**config.mk**
```make
export PLATFORM = sky130hd
export DESIGN_NAME = uart_cmd_assembler
export DESIGN_NICKNAME = d
export VERILOG_FILES = /design/src/rtl/uart_cmd_pkg.sv /design/src/rtl/sat_timer.sv /design/src/rtl/uart_cmd_assembler.sv
export SDC_FILE = /design/constraint.sdc
export NUM_CORES = 1
export LEC_CHECK = 0
export BUFFER_PORTS_ARGS = -buffer_cell sky130_fd_sc_hd__buf_2
export CORE_ASPECT_RATIO = 1.5
export CORE_MARGIN = 3
export CORE_UTILIZATION = 50
export DETAILED_ROUTE_END_ITERATION = 6
export PLACE_DENSITY_LB_ADDON = 0.15
export SLEW_MARGIN = 20
export SYNTH_ARGS = -nofsm -noshare
export SYNTH_HDL_FRONTEND = slang
export SYNTH_SLANG_ARGS = --single-unit
```
**constraint.sdc**
```tcl
create_clock -name clk -period 3.6 [get_ports clk]
set_clock_uncertainty 0.1 [all_clocks]
set_input_delay 1.08 -clock clk [delete_from_list [all_inputs] [get_ports clk]]
set_output_delay 1.08 -clock clk [all_outputs]
set_load 0.01 [all_outputs]
```
**src/rtl/uart_cmd_pkg.sv**
```systemverilog
// Shared types and defaults for the UART command assembler.
// Holds the assembler state encoding and parameter defaults.
package uart_cmd_pkg;

  typedef enum logic [1:0] {
    IDLE,
    COLLECT,
    HOLD
  } asm_state_t;

  localparam int BYTES_DEF   = 2;
  localparam int TIMEOUT_DEF = 1_000_000;

endpackage

```
**src/rtl/sat_timer.sv**
```systemverilog
// Saturating idle counter for the UART command assembler.
// Flags expiry once TIMEOUT_CYC-1 idle cycles have been counted.
module sat_timer
  import uart_cmd_pkg::*;
#(
  parameter int TIMEOUT_CYC = TIMEOUT_DEF
) (
  input  logic clk,
  input  logic rst,
  input  logic clr,
  input  logic en,
  output logic expired
);

  localparam int W = $clog2(TIMEOUT_CYC);
  localparam logic [W-1:0] LIMIT = W'(TIMEOUT_CYC - 1);

  logic [W-1:0] cnt;

  always_ff @(posedge clk) begin
    if (rst || clr) begin
      cnt <= '0;
    end else if (en && cnt != LIMIT) begin
      cnt <= cnt + 1'b1;
    end
  end

  assign expired = (cnt == LIMIT);

endmodule

```
**src/rtl/uart_cmd_assembler.sv**
```systemverilog
// Packs consecutive UART bytes into one wide command word,
// with hold/ack handshake, overrun flag and inter-byte timeout.
module uart_cmd_assembler
  import uart_cmd_pkg::*;
#(
  parameter int BYTES       = BYTES_DEF,
  parameter bit MSB_FIRST   = 1'b1,
  parameter int TIMEOUT_CYC = TIMEOUT_DEF
) (
  input  logic               clk,
  input  logic               rst,
  input  logic [7:0]         rx_data,
  input  logic               rx_rdy,
  output logic               clr_rx_rdy,
  output logic [8*BYTES-1:0] cmd,
  output logic               cmd_rdy,
  input  logic               clr_cmd_rdy,
  output logic               overrun,
  output logic               timeout
);

  localparam int CW = $clog2(BYTES) + 1;
  localparam logic [CW-1:0] LAST = CW'(BYTES - 1);

  asm_state_t    state;
  asm_state_t    state_nxt;
  logic [CW-1:0] byte_cnt;
  logic [CW-1:0] cnt_nxt;
  logic [CW-1:0] idx;
  logic [CW-1:0] slot;
  logic          clr_q;
  logic          live;
  logic          accept;
  logic          discard;
  logic          expired;
  logic          tmr_clr;
  logic          tmr_en;

  always_comb begin
    // the byte just acknowledged is still visible for one cycle
    live      = rx_rdy & ~clr_q & ~rst;
    accept    = live & ((state != HOLD) | clr_cmd_rdy);
    discard   = live & (state == HOLD) & ~clr_cmd_rdy;
    state_nxt = state;
    cnt_nxt   = byte_cnt;
    timeout   = 1'b0;
    unique case (state)
      IDLE: begin
        if (accept) begin
          cnt_nxt   = CW'(1);
          state_nxt = COLLECT;
        end
      end
      COLLECT: begin
        if (accept) begin
          cnt_nxt = byte_cnt + 1'b1;
          if (byte_cnt == LAST) begin
            state_nxt = HOLD;
          end
        end else if (expired) begin
          cnt_nxt   = '0;
          state_nxt = IDLE;
          timeout   = 1'b1;
        end
      end
      HOLD: begin
        if (clr_cmd_rdy) begin
          if (accept) begin
            cnt_nxt   = CW'(1);
            state_nxt = COLLECT;
          end else begin
            cnt_nxt   = '0;
            state_nxt = IDLE;
          end
        end
      end
      default: begin
        cnt_nxt   = '0;
        state_nxt = IDLE;
      end
    endcase
    if (rst) begin
      timeout = 1'b0;
    end
    idx        = (state == HOLD) ? '0 : byte_cnt;
    slot       = MSB_FIRST ? (LAST - idx) : idx;
    tmr_clr    = accept | (state_nxt != COLLECT);
    tmr_en     = (state == COLLECT) & ~rx_rdy;
    clr_rx_rdy = accept | discard;
  end

  always_ff @(posedge clk) begin
    if (rst) begin
      state <= IDLE;
    end else begin
      state <= state_nxt;
    end
  end

  always_ff @(posedge clk) begin
    if (rst) begin
      byte_cnt <= '0;
      cmd      <= '0;
      overrun  <= 1'b0;
      clr_q    <= 1'b0;
    end else begin
      byte_cnt <= cnt_nxt;
      clr_q    <= clr_rx_rdy;
      for (int i = 0; i < BYTES; i++) begin
        if (accept && slot == CW'(i)) begin
          cmd[8*i +: 8] <= rx_data;
        end
      end
      if (clr_cmd_rdy) begin
        overrun <= 1'b0;
      end else if (discard) begin
        overrun <= 1'b1;
      end
    end
  end

  assign cmd_rdy = (state == HOLD);

  sat_timer #(
    .TIMEOUT_CYC(TIMEOUT_CYC)
  ) u_timer (
    .clk    (clk),
    .rst    (rst),
    .clr    (tmr_clr),
    .en     (tmr_en),
    .expired(expired)
  );

endmodule

```
==> results.sh, run 1 <==
export IMPL_outcome="finished clean"
export IMPL_drv_slew=0
export IMPL_setup_viol=0
export IMPL_firstDrtPassIters=4
export IMPL_critPathRequiredTime_ps=2420
export IMPL_clk_latency_ps=290
export IMPL_fmax_ghz=0.2862
export IMPL_area_growth_pct=16.87
export IMPL_fillCellCount=342
export IMPL_grt_remaining_overflow=0
export IMPL_grt_max_degree=22
export IMPL_rsz0062_at_grt="false"
export IMPL_synth_area_per_cell_um2=8.432
export IMPL_crit_slowest_cell="or3b_2"
export IMPL_cp_data_arrival_time_ps=2310
export IMPL_syn_nets=240
export IMPL_postRouteAntennaNets=0
export IMPL_internal_power_uw=710.7
export IMPL_hpwl_mm=2.933
export IMPL_min_path_type="flop to flop"
export IMPL_ys_warn_count=0
export IMPL_netlist_area_leader_share_pct=44.12
export IMPL_power_frac_seq_pct=52.3
export IMPL_io_pins=32
export IMPL_maxSlewHeadroom_pct=62.73
export IMPL_final_cell_mix="dfxtp_1 (42), buf_2 (31), a21oi_1 (23)"
export IMPL_netlist_area_um2=1906
export IMPL_drv_cap=0
export IMPL_critical_path_class="input port to output port"
export IMPL_port_buffers=31
export IMPL_synthTopCellsByArea="dfxtp_1 (44%), a21oi_1 (6.0%), o21ai_0 (5.3%)"
export IMPL_crit_buf_inv=2
export IMPL_crit_fanout=2
export IMPL_fin_nets=273
export IMPL_cts_hold_buffers=0
export IMPL_yosysSeqAreaShare_pct=44.12
export IMPL_period_share_pct=97.06
export IMPL_pre_cts_ws_ps=67.37
export IMPL_cp_start_kind="input port"
export IMPL_grt_usage_pct=19.38
export IMPL_fin_tns_setup_ps=0
export IMPL_drive_above_1_share_pct=19.62
export IMPL_cp_slowest_stage_delay_ps=470
export IMPL_end_kind="output port"
export IMPL_grt_pass1_wl_mm=7.072
export IMPL_p_clk_share_pct=39.8
export IMPL_swShare_pct=22.59
export IMPL_clock_sinks=42
export IMPL_crit_family="simple AND/OR/NAND/NOR gates"
export IMPL_path_clk_slew_ps=80
export IMPL_antenna_found_initial=0
export IMPL_fp_coreArea_um2=3546
export IMPL_synthFlopType="dfxtp_1"
export IMPL_ir_drop_mv=0.2526
export IMPL_synth_edff_count=0
export IMPL_via_per_inst=5.772
export IMPL_clockBufferDepth=2
export IMPL_ys_ff_latch=42
export IMPL_cp_common_cell="buf_2"
export IMPL_yosysUniqueCellTypes=40
export IMPL_p_switching_uw=207.4
export IMPL_start_util_pct=53.74
export IMPL_num_vias=1743
export IMPL_worst_pin_slew_ps=543.6
export IMPL_total_power_uw=918.1
export IMPL_mostFrequentLayoutCell="dfxtp_1"
export IMPL_fin_ws_ps=105.7
export IMPL_holdWs_ps=373.9
export IMPL_dieArea_um2=4603
export IMPL_min_period_ps=3494
export IMPL_std_cell_rows=26
export IMPL_finalHoldViolCount=0
export IMPL_combinationalPowerShare_pct=7.9
export IMPL_yosys_area_top_type="dfxtp_1"
export IMPL_cts_made_buffers=5
export IMPL_h_tree_depth=2
export IMPL_wl_per_cell_um=13.30
export IMPL_synthCells=226
export IMPL_routed_wirelength_mm=4.016
export IMPL_root_buffer="clkbuf_8"
export IMPL_grt_pass1_vias=1715
export IMPL_die_x_um=56.41
export IMPL_first_iter_violations=52
export IMPL_ys_async_sr_fraction_pct=0
export IMPL_n_antenna_cell=0
export IMPL_tritoncts="built"
export IMPL_leakagePower_uw=0.0008667
export IMPL_die_y_um=81.61
export IMPL_gp_congestion=0.7954
export IMPL_path_cells="buf_2 -> or3b_2 -> or2_2 -> nor4_2 -> buf_2"
export IMPL_drc=0
export IMPL_power_density_nw_per_um2=412.2
## metal layers
| layer | part of all wire (%) | wire length [um] | vias up | track usage (%) |
|---|---|---|---|---|
| li1 | - | - | 871 | - |
| met1 | 40 | 1595 | 819 | 18.48 |
| met2 | 53 | 2145 | 49 | 38.29 |
| met3 | 5.7 | 228 | 4 | 5.346 |
| met4 | 1.1 | 46 | 0 | 8.314 |
| met5 | 0 | 0 | - | 0 |
## worst register-to-register path, stage by stage (launching register included)
cell and delay [ps]:
dfxtp_1 470, or3b_4 460, or4_1 680, or4_1 440, a21oi_1 140
## area by class of cell
type	instances	area, um2	share of cell area [%]
clock buffers	6	72.57	3.258
clock inverters	2	37.54	1.685
inverters	8	30.03	1.348
multi-input cells	165	993.5	44.61
flip-flops and latches	42	840.8	37.75
well taps	42	52.55	2.360
repair buffers	37	200.2	8.989
## power by group through the flow
stage / logic (uW) / registers, uW / clock network [uW]
finish: 72.6 / 480 / 365
floorplan: 45.2 / 491 / 0
detailed placement: 73.0 / 491 / 0
global placement: 72.2 / 491 / 0
global route: 81.9 / 482 / 398
CTS: 73.1 / 480 / 379
## cell usage after synthesis (all sizes together) (4+ instances only)
cell	instances
dfxtp	42
a21oi	23
nor2	22
o21ai	20
nand3	14
nand2	11
mux2i	9
inv	8
or3	8
clkbuf	7
nor3	7
xnor2	7
nand4	6
buf	4
nor4	4
## worst paths after layout
path / to / start / depth (start not counted) / slack, ps
hold / removal: cmd[9] / cmd[9] / 2 / 370
setup reg to reg: u_timer.cnt[19] / state[0] / 4 / 1240
setup / recovery: timeout / rst / 5 / 110
hold reg to reg: cmd[9] / cmd[9] / 2 / 370
## timing repair
action                     4_1_cts  5_1_grt
setup endpoints to repair        0        1
resized for setup                0        1
buffers inserted                 0        0
## per-stage QoR
| stage | cell area (um2) | util (%) | instances |
|---|---|---|---|
| 5_1_grt | 2227 | 62.81 | 302 |
| 4_1_cts | 2221 | 62.63 | 302 |
| 3_3_place_gp | 2111 | 59.53 | 294 |
| 2_1_floorplan | 1906 | - | 226 |
| 3_5_place_dp | 2111 | 59.53 | 294 |
| 6_report | 2227 | 62.81 | 302 |
## registers in the layout, indices dropped and copies added (netlist names)
signal	cells
state	2
overrun	1
cmd	16
clr_q	1
byte_cnt	2
u_timer.cnt	20
## cells by family (layout without fill, tap and decap cells)
family	after synthesis	count (layout)	share of synthesized area (%)
xor gates and xnor gates	10	10	4.597
adders and majority gates	2	2	1.313
buffers and inverters	19	53	4.071
and+or+nand+nor	91	91	25.87
muxes	10	10	5.319
DFF	42	42	44.12
AOI/OAI and AO/OA	52	52	14.71
(Power assumes the default switching activity.)
==> inputs of run 2 (changes only) <==
--- a/config.mk
+++ b/config.mk
@@ -6,9 +6,11 @@
 export NUM_CORES = 1
 export LEC_CHECK = 0
 export BUFFER_PORTS_ARGS = -buffer_cell sky130_fd_sc_hd__buf_2
+export CELL_PAD_IN_SITES_DETAIL_PLACEMENT = 0
+export CELL_PAD_IN_SITES_GLOBAL_PLACEMENT = 1
 export CORE_ASPECT_RATIO = 1.5
 export CORE_MARGIN = 3
-export CORE_UTILIZATION = 50
+export CORE_UTILIZATION = 44
 export DETAILED_ROUTE_END_ITERATION = 6
 export PLACE_DENSITY_LB_ADDON = 0.15
 export SLEW_MARGIN = 20
==> results.sh, run 2 (synthesis results as in run 1) <==
export IMPL_largest_register_ffs=20
export IMPL_final_cell_mix="dfxtp_1 (42), buf_2 (31), a21oi_1 (23)"
export IMPL_postRouteAntennaNets=0
export IMPL_die_y_um=86.60
export IMPL_pre_cts_ws_ps=79.22
export IMPL_fin_ws_ps=72.04
export IMPL_drv_slew=0
export IMPL_finalHoldViolCount=0
export IMPL_min_path_type="flop to flop"
export IMPL_grt_remaining_overflow=0
export IMPL_fin_nets=273
export IMPL_drive_above_1_share_pct=19.62
export IMPL_n_antenna_cell=0
export IMPL_setup_viol=0
export IMPL_fp_coreArea_um2=4064
export IMPL_critPathRequiredTime_ps=2420
export IMPL_fin_util_pct=55.42
export IMPL_cts_resized=0
export IMPL_h_tree_depth=2
export IMPL_cts_hold_buffers=0
export IMPL_clk_latency_ps=300
export IMPL_leakagePower_uw=0.0008835
export IMPL_path_clk_slew_ps=90
export IMPL_fmax_ghz=0.2835
export IMPL_outcome="finished clean"
export IMPL_area_growth_pct=18.19
export IMPL_hpwl_mm=2.992
export IMPL_reg_top3="u_timer.cnt: 20 flops, cmd: 16 flops"
export IMPL_worst_pin_slew_ps=673.1
export IMPL_port_buffers=31
export IMPL_via_per_inst=5.564
export IMPL_gp_congestion=0.7827
export IMPL_drc=0
export IMPL_maxSlewHeadroom_pct=55.03
export IMPL_power_density_nw_per_um2=444.2
export IMPL_io_pins=32
export IMPL_fin_tns_setup_ps=0
export IMPL_start_util_pct=46.89
export IMPL_min_period_ps=3528
export IMPL_num_vias=1697
export IMPL_first_iter_violations=67
export IMPL_drv_cap=0
export IMPL_crit_fanout=2
export IMPL_root_buffer="clkbuf_8"
export IMPL_clock_sinks=42
export IMPL_critical_path_class="input port to output port"
export IMPL_cp_data_arrival_time_ps=2350
export IMPL_period_share_pct=98.00
export IMPL_end_kind="output port"
export IMPL_cts_made_buffers=5
export IMPL_fillCellCount=407
export IMPL_grt_usage_pct=16.97
export IMPL_clockBufferDepth=2
export IMPL_firstDrtPassIters=4
export IMPL_antenna_found_initial=0
export IMPL_dieArea_um2=5173
export IMPL_grt_pass1_vias=1544
export IMPL_routed_wirelength_mm=4.091
export IMPL_grt_max_degree=22
export IMPL_top_register="u_timer.cnt"
export IMPL_tritoncts="built"
export IMPL_ir_drop_mv=0.3417
export IMPL_cts_setup_buffers=0
export IMPL_wl_per_cell_um=13.41
export IMPL_mostFrequentLayoutCell="dfxtp_1"
export IMPL_cp_start_kind="input port"
export IMPL_std_cell_rows=28
export IMPL_die_x_um=59.74
export IMPL_rsz0062_at_grt="false"
export IMPL_grt_pass1_wl_mm=6.789
## run 2: changes by cell type in the layout (fill, tap and decap cells not counted)
cell,delta
clkinv_4,+1
clkinvlp_4,-1
clkbuf_1,-1
bufinv_16,+1
nor4_1,+1
nor4_2,-1
## run 2: area by class of cell
type | instances | area, um2 | area share (%)
clock buffers | 5 | 68.82 | 3.056
clock inverters | 3 | 68.82 | 3.056
inverters | 8 | 30.03 | 1.333
multi-input cells | 165 | 987.2 | 43.83
flip-flops and latches | 42 | 840.8 | 37.33
well taps | 45 | 56.30 | 2.500
repair buffers | 37 | 200.2 | 8.889
## run 2: path summary, 6_finish.rpt
kind	startpoint	to	slack, ps	cells after the start
setup / recovery	rst	timeout	70	5
hold / removal	cmd[15]	cmd[15]	380	2
setup reg to reg	state[0]	u_timer.cnt[19]	1250	4
hold reg to reg	cmd[15]	cmd[15]	380	2
## run 2: stage by stage
step	power, uW	std cells	cell area, um2	hold WS, ps
finish	1000	305	2252	378.9
global route	1050	305	2252	412.0
CTS	1018	305	2252	377.4
detailed placement	564.4	297	2115	364.6
global placement	564.1	297	2115	358.4
floorplan	536.2	226	1906	347.6
## run 2: where the power goes
group	switching (uW)	internal (uW)	total [uW]
clock network	169	278	447
logic	42.1	30.6	72.6
registers	7.24	473	480
total	219	782	1000
## run 2: per-layer routing
metal,vias to the layer above,wire length (um),GRT usage (%)
li1,872,-,-
met1,778,1721,18.45
met2,40,2091,30.12
met3,7,202,4.173
met4,0,76,7.258
met5,-,0,0
## run 2: worst max-delay path, stage by stage
cell	delay, ps
buf_2	100
or3b_2	470
or2_2	310
nor4_1	200
buf_2	190
==> inputs of run 3 (changes only) <==
--- a/config.mk
+++ b/config.mk
@@ -6,7 +6,7 @@
 export NUM_CORES = 1
 export LEC_CHECK = 0
 export BUFFER_PORTS_ARGS = -buffer_cell sky130_fd_sc_hd__buf_2
-export CELL_PAD_IN_SITES_DETAIL_PLACEMENT = 0
+export CELL_PAD_IN_SITES_DETAIL_PLACEMENT = 1
 export CELL_PAD_IN_SITES_GLOBAL_PLACEMENT = 1
 export CORE_ASPECT_RATIO = 1.5
 export CORE_MARGIN = 3
==> results.sh, run 3 (synthesis results as in run 1) <==
export IMPL_n_antenna_cell=0
export IMPL_post_dp_cell_area_um2=2115
export IMPL_final_cell_area_um2=2210
export IMPL_fin_nets=273
export IMPL_final_cell_mix="dfxtp_1 (42), buf_2 (31), a21oi_1 (23)"
export IMPL_p_clk_share_pct=36.8
export IMPL_fillCellCount=504
export IMPL_holdWs_ps=374.6
export IMPL_finalHoldViolCount=0
export IMPL_min_period_ps=3519
export IMPL_dieArea_um2=5173
export IMPL_io_pins=32
export IMPL_fmax_ghz=0.2842
export IMPL_cp_data_arrival_time_ps=2340
export IMPL_grt_pass1_vias=1766
export IMPL_critPathRequiredTime_ps=2420
export IMPL_seqCellArea_um2=840.8
export IMPL_crit_fanout=2
export IMPL_fin_tns_setup_ps=0
export IMPL_gp_congestion=0.7827
export IMPL_leakagePower_uw=0.0008624
export IMPL_top_register="u_timer.cnt"
export IMPL_cts_hold_buffers=0
export IMPL_wl_per_cell_um=14.85
export IMPL_cts_made_buffers=5
export IMPL_p_switching_uw=218.8
export IMPL_fp_coreArea_um2=4064
export IMPL_swShare_pct=24.95
export IMPL_h_tree_depth=2
export IMPL_via_per_inst=5.679
export IMPL_mostFrequentLayoutCell="dfxtp_1"
export IMPL_power_density_nw_per_um2=396.9
export IMPL_tritoncts="built"
export IMPL_antenna_found_initial=0
export IMPL_clock_sinks=42
export IMPL_setup_viol=0
export IMPL_cts_resized=0
export IMPL_start_util_pct=46.89
export IMPL_outcome="finished clean"
export IMPL_port_buffers=31
export IMPL_reg_top3="u_timer.cnt: 20 flops, cmd: 16 flops"
export IMPL_drive_above_1_share_pct=19.62
export IMPL_worst_pin_slew_ps=684.6
export IMPL_die_y_um=86.60
export IMPL_path_clk_slew_ps=90
export IMPL_clk_latency_ps=300
export IMPL_hpwl_mm=3.376
export IMPL_maxSlewHeadroom_pct=54.27
export IMPL_grt_max_degree=22
export IMPL_clockBufferDepth=2
export IMPL_period_share_pct=97.75
export IMPL_grt_pass1_wl_mm=8.066
export IMPL_num_vias=1732
export IMPL_multi_input_area_um2=987.2
export IMPL_combinationalPowerShare_pct=8.4
export IMPL_total_power_uw=877.0
export IMPL_drv_cap=0
export IMPL_root_buffer="clkbuf_8"
export IMPL_internal_power_uw=658.2
export IMPL_rsz0062_at_grt="false"
export IMPL_postRouteAntennaNets=0
export IMPL_min_path_type="flop to flop"
export IMPL_grt_usage_pct=19.82
export IMPL_ir_drop_mv=0.3801
export IMPL_firstDrtPassIters=4
export IMPL_die_x_um=59.74
export IMPL_routed_wirelength_mm=4.529
export IMPL_grt_remaining_overflow=0
export IMPL_std_cell_rows=28
export IMPL_area_growth_pct=15.96
export IMPL_cp_start_kind="input port"
export IMPL_cts_setup_buffers=0
export IMPL_critical_path_class="input port to output port"
export IMPL_end_kind="output port"
export IMPL_largest_register_ffs=20
export IMPL_drc=0
export IMPL_drv_slew=0
export IMPL_first_iter_violations=45
export IMPL_power_frac_seq_pct=54.8
## run 3: cell count changes in the layout (fill, tap and decap cells not counted)
| cell | delta |
|---|---|
| bufinv_16 | -2 |
| clkbuf_8 | +1 |
| clkinv_2 | +1 |
| clkinv_4 | -1 |
| clkinvlp_4 | +1 |
## run 3: area by class of cell
| type | count | share of cell area [%] |
|---|---|---|
| inverter | 8 | 1.359 |
| timing repair buffer | 37 | 9.060 |
| clock buffer | 6 | 3.737 |
| sequential | 42 | 38.05 |
| multi-input combinational | 165 | 44.68 |
| clock inverter | 2 | 0.5663 |
| tap | 45 | 2.548 |
## run 3: path summary, 6_finish.rpt
path | from | slack [ps] | endpoint | cells after the start
worst max-delay path | rst | 80 | timeout | 5
worst min-delay path | cmd[10] | 370 | cmd[10] | 2
worst max register to register | state[0] | 1240 | u_timer.cnt[19] | 4
worst min register to register | cmd[10] | 370 | cmd[10] | 2
## run 3: power groups by stage
stage	combinational [uW]	clock, uW	sequential [uW]
floorplan	45.2	0	491
global placement	72.7	0	491
detailed placement	74.1	0	492
CTS	74.9	334	481
global route	83.5	360	483
finish	73.5	323	481
## run 3: metrics by stage
step | util, % | cells | setup slack, ps
final | 54.37 | 305 | 81.15
after global placement | 52.03 | 297 | 28.31
after global routing | 54.37 | 305 | 10.68
after CTS | 54.37 | 305 | 76.78
after detailed placement | 52.03 | 297 | 83.25
after floorplan | - | 226 | 216.0
## run 3: layer usage
layer	wire length (um)	track usage [%]	vias to the layer above	share of wire, %
met3	181	3.130	7	4.0
met4	55	7.258	0	1.2
met2	2439	36.71	28	54
met1	1852	21.71	828	41
li1	-	-	869	-
met5	0	0	-	0
## run 3: critical path, stage by stage
cell,delay (ps)
buf_2,100
or3b_2,460
or2_2,310
nor4_1,200
buf_2,190
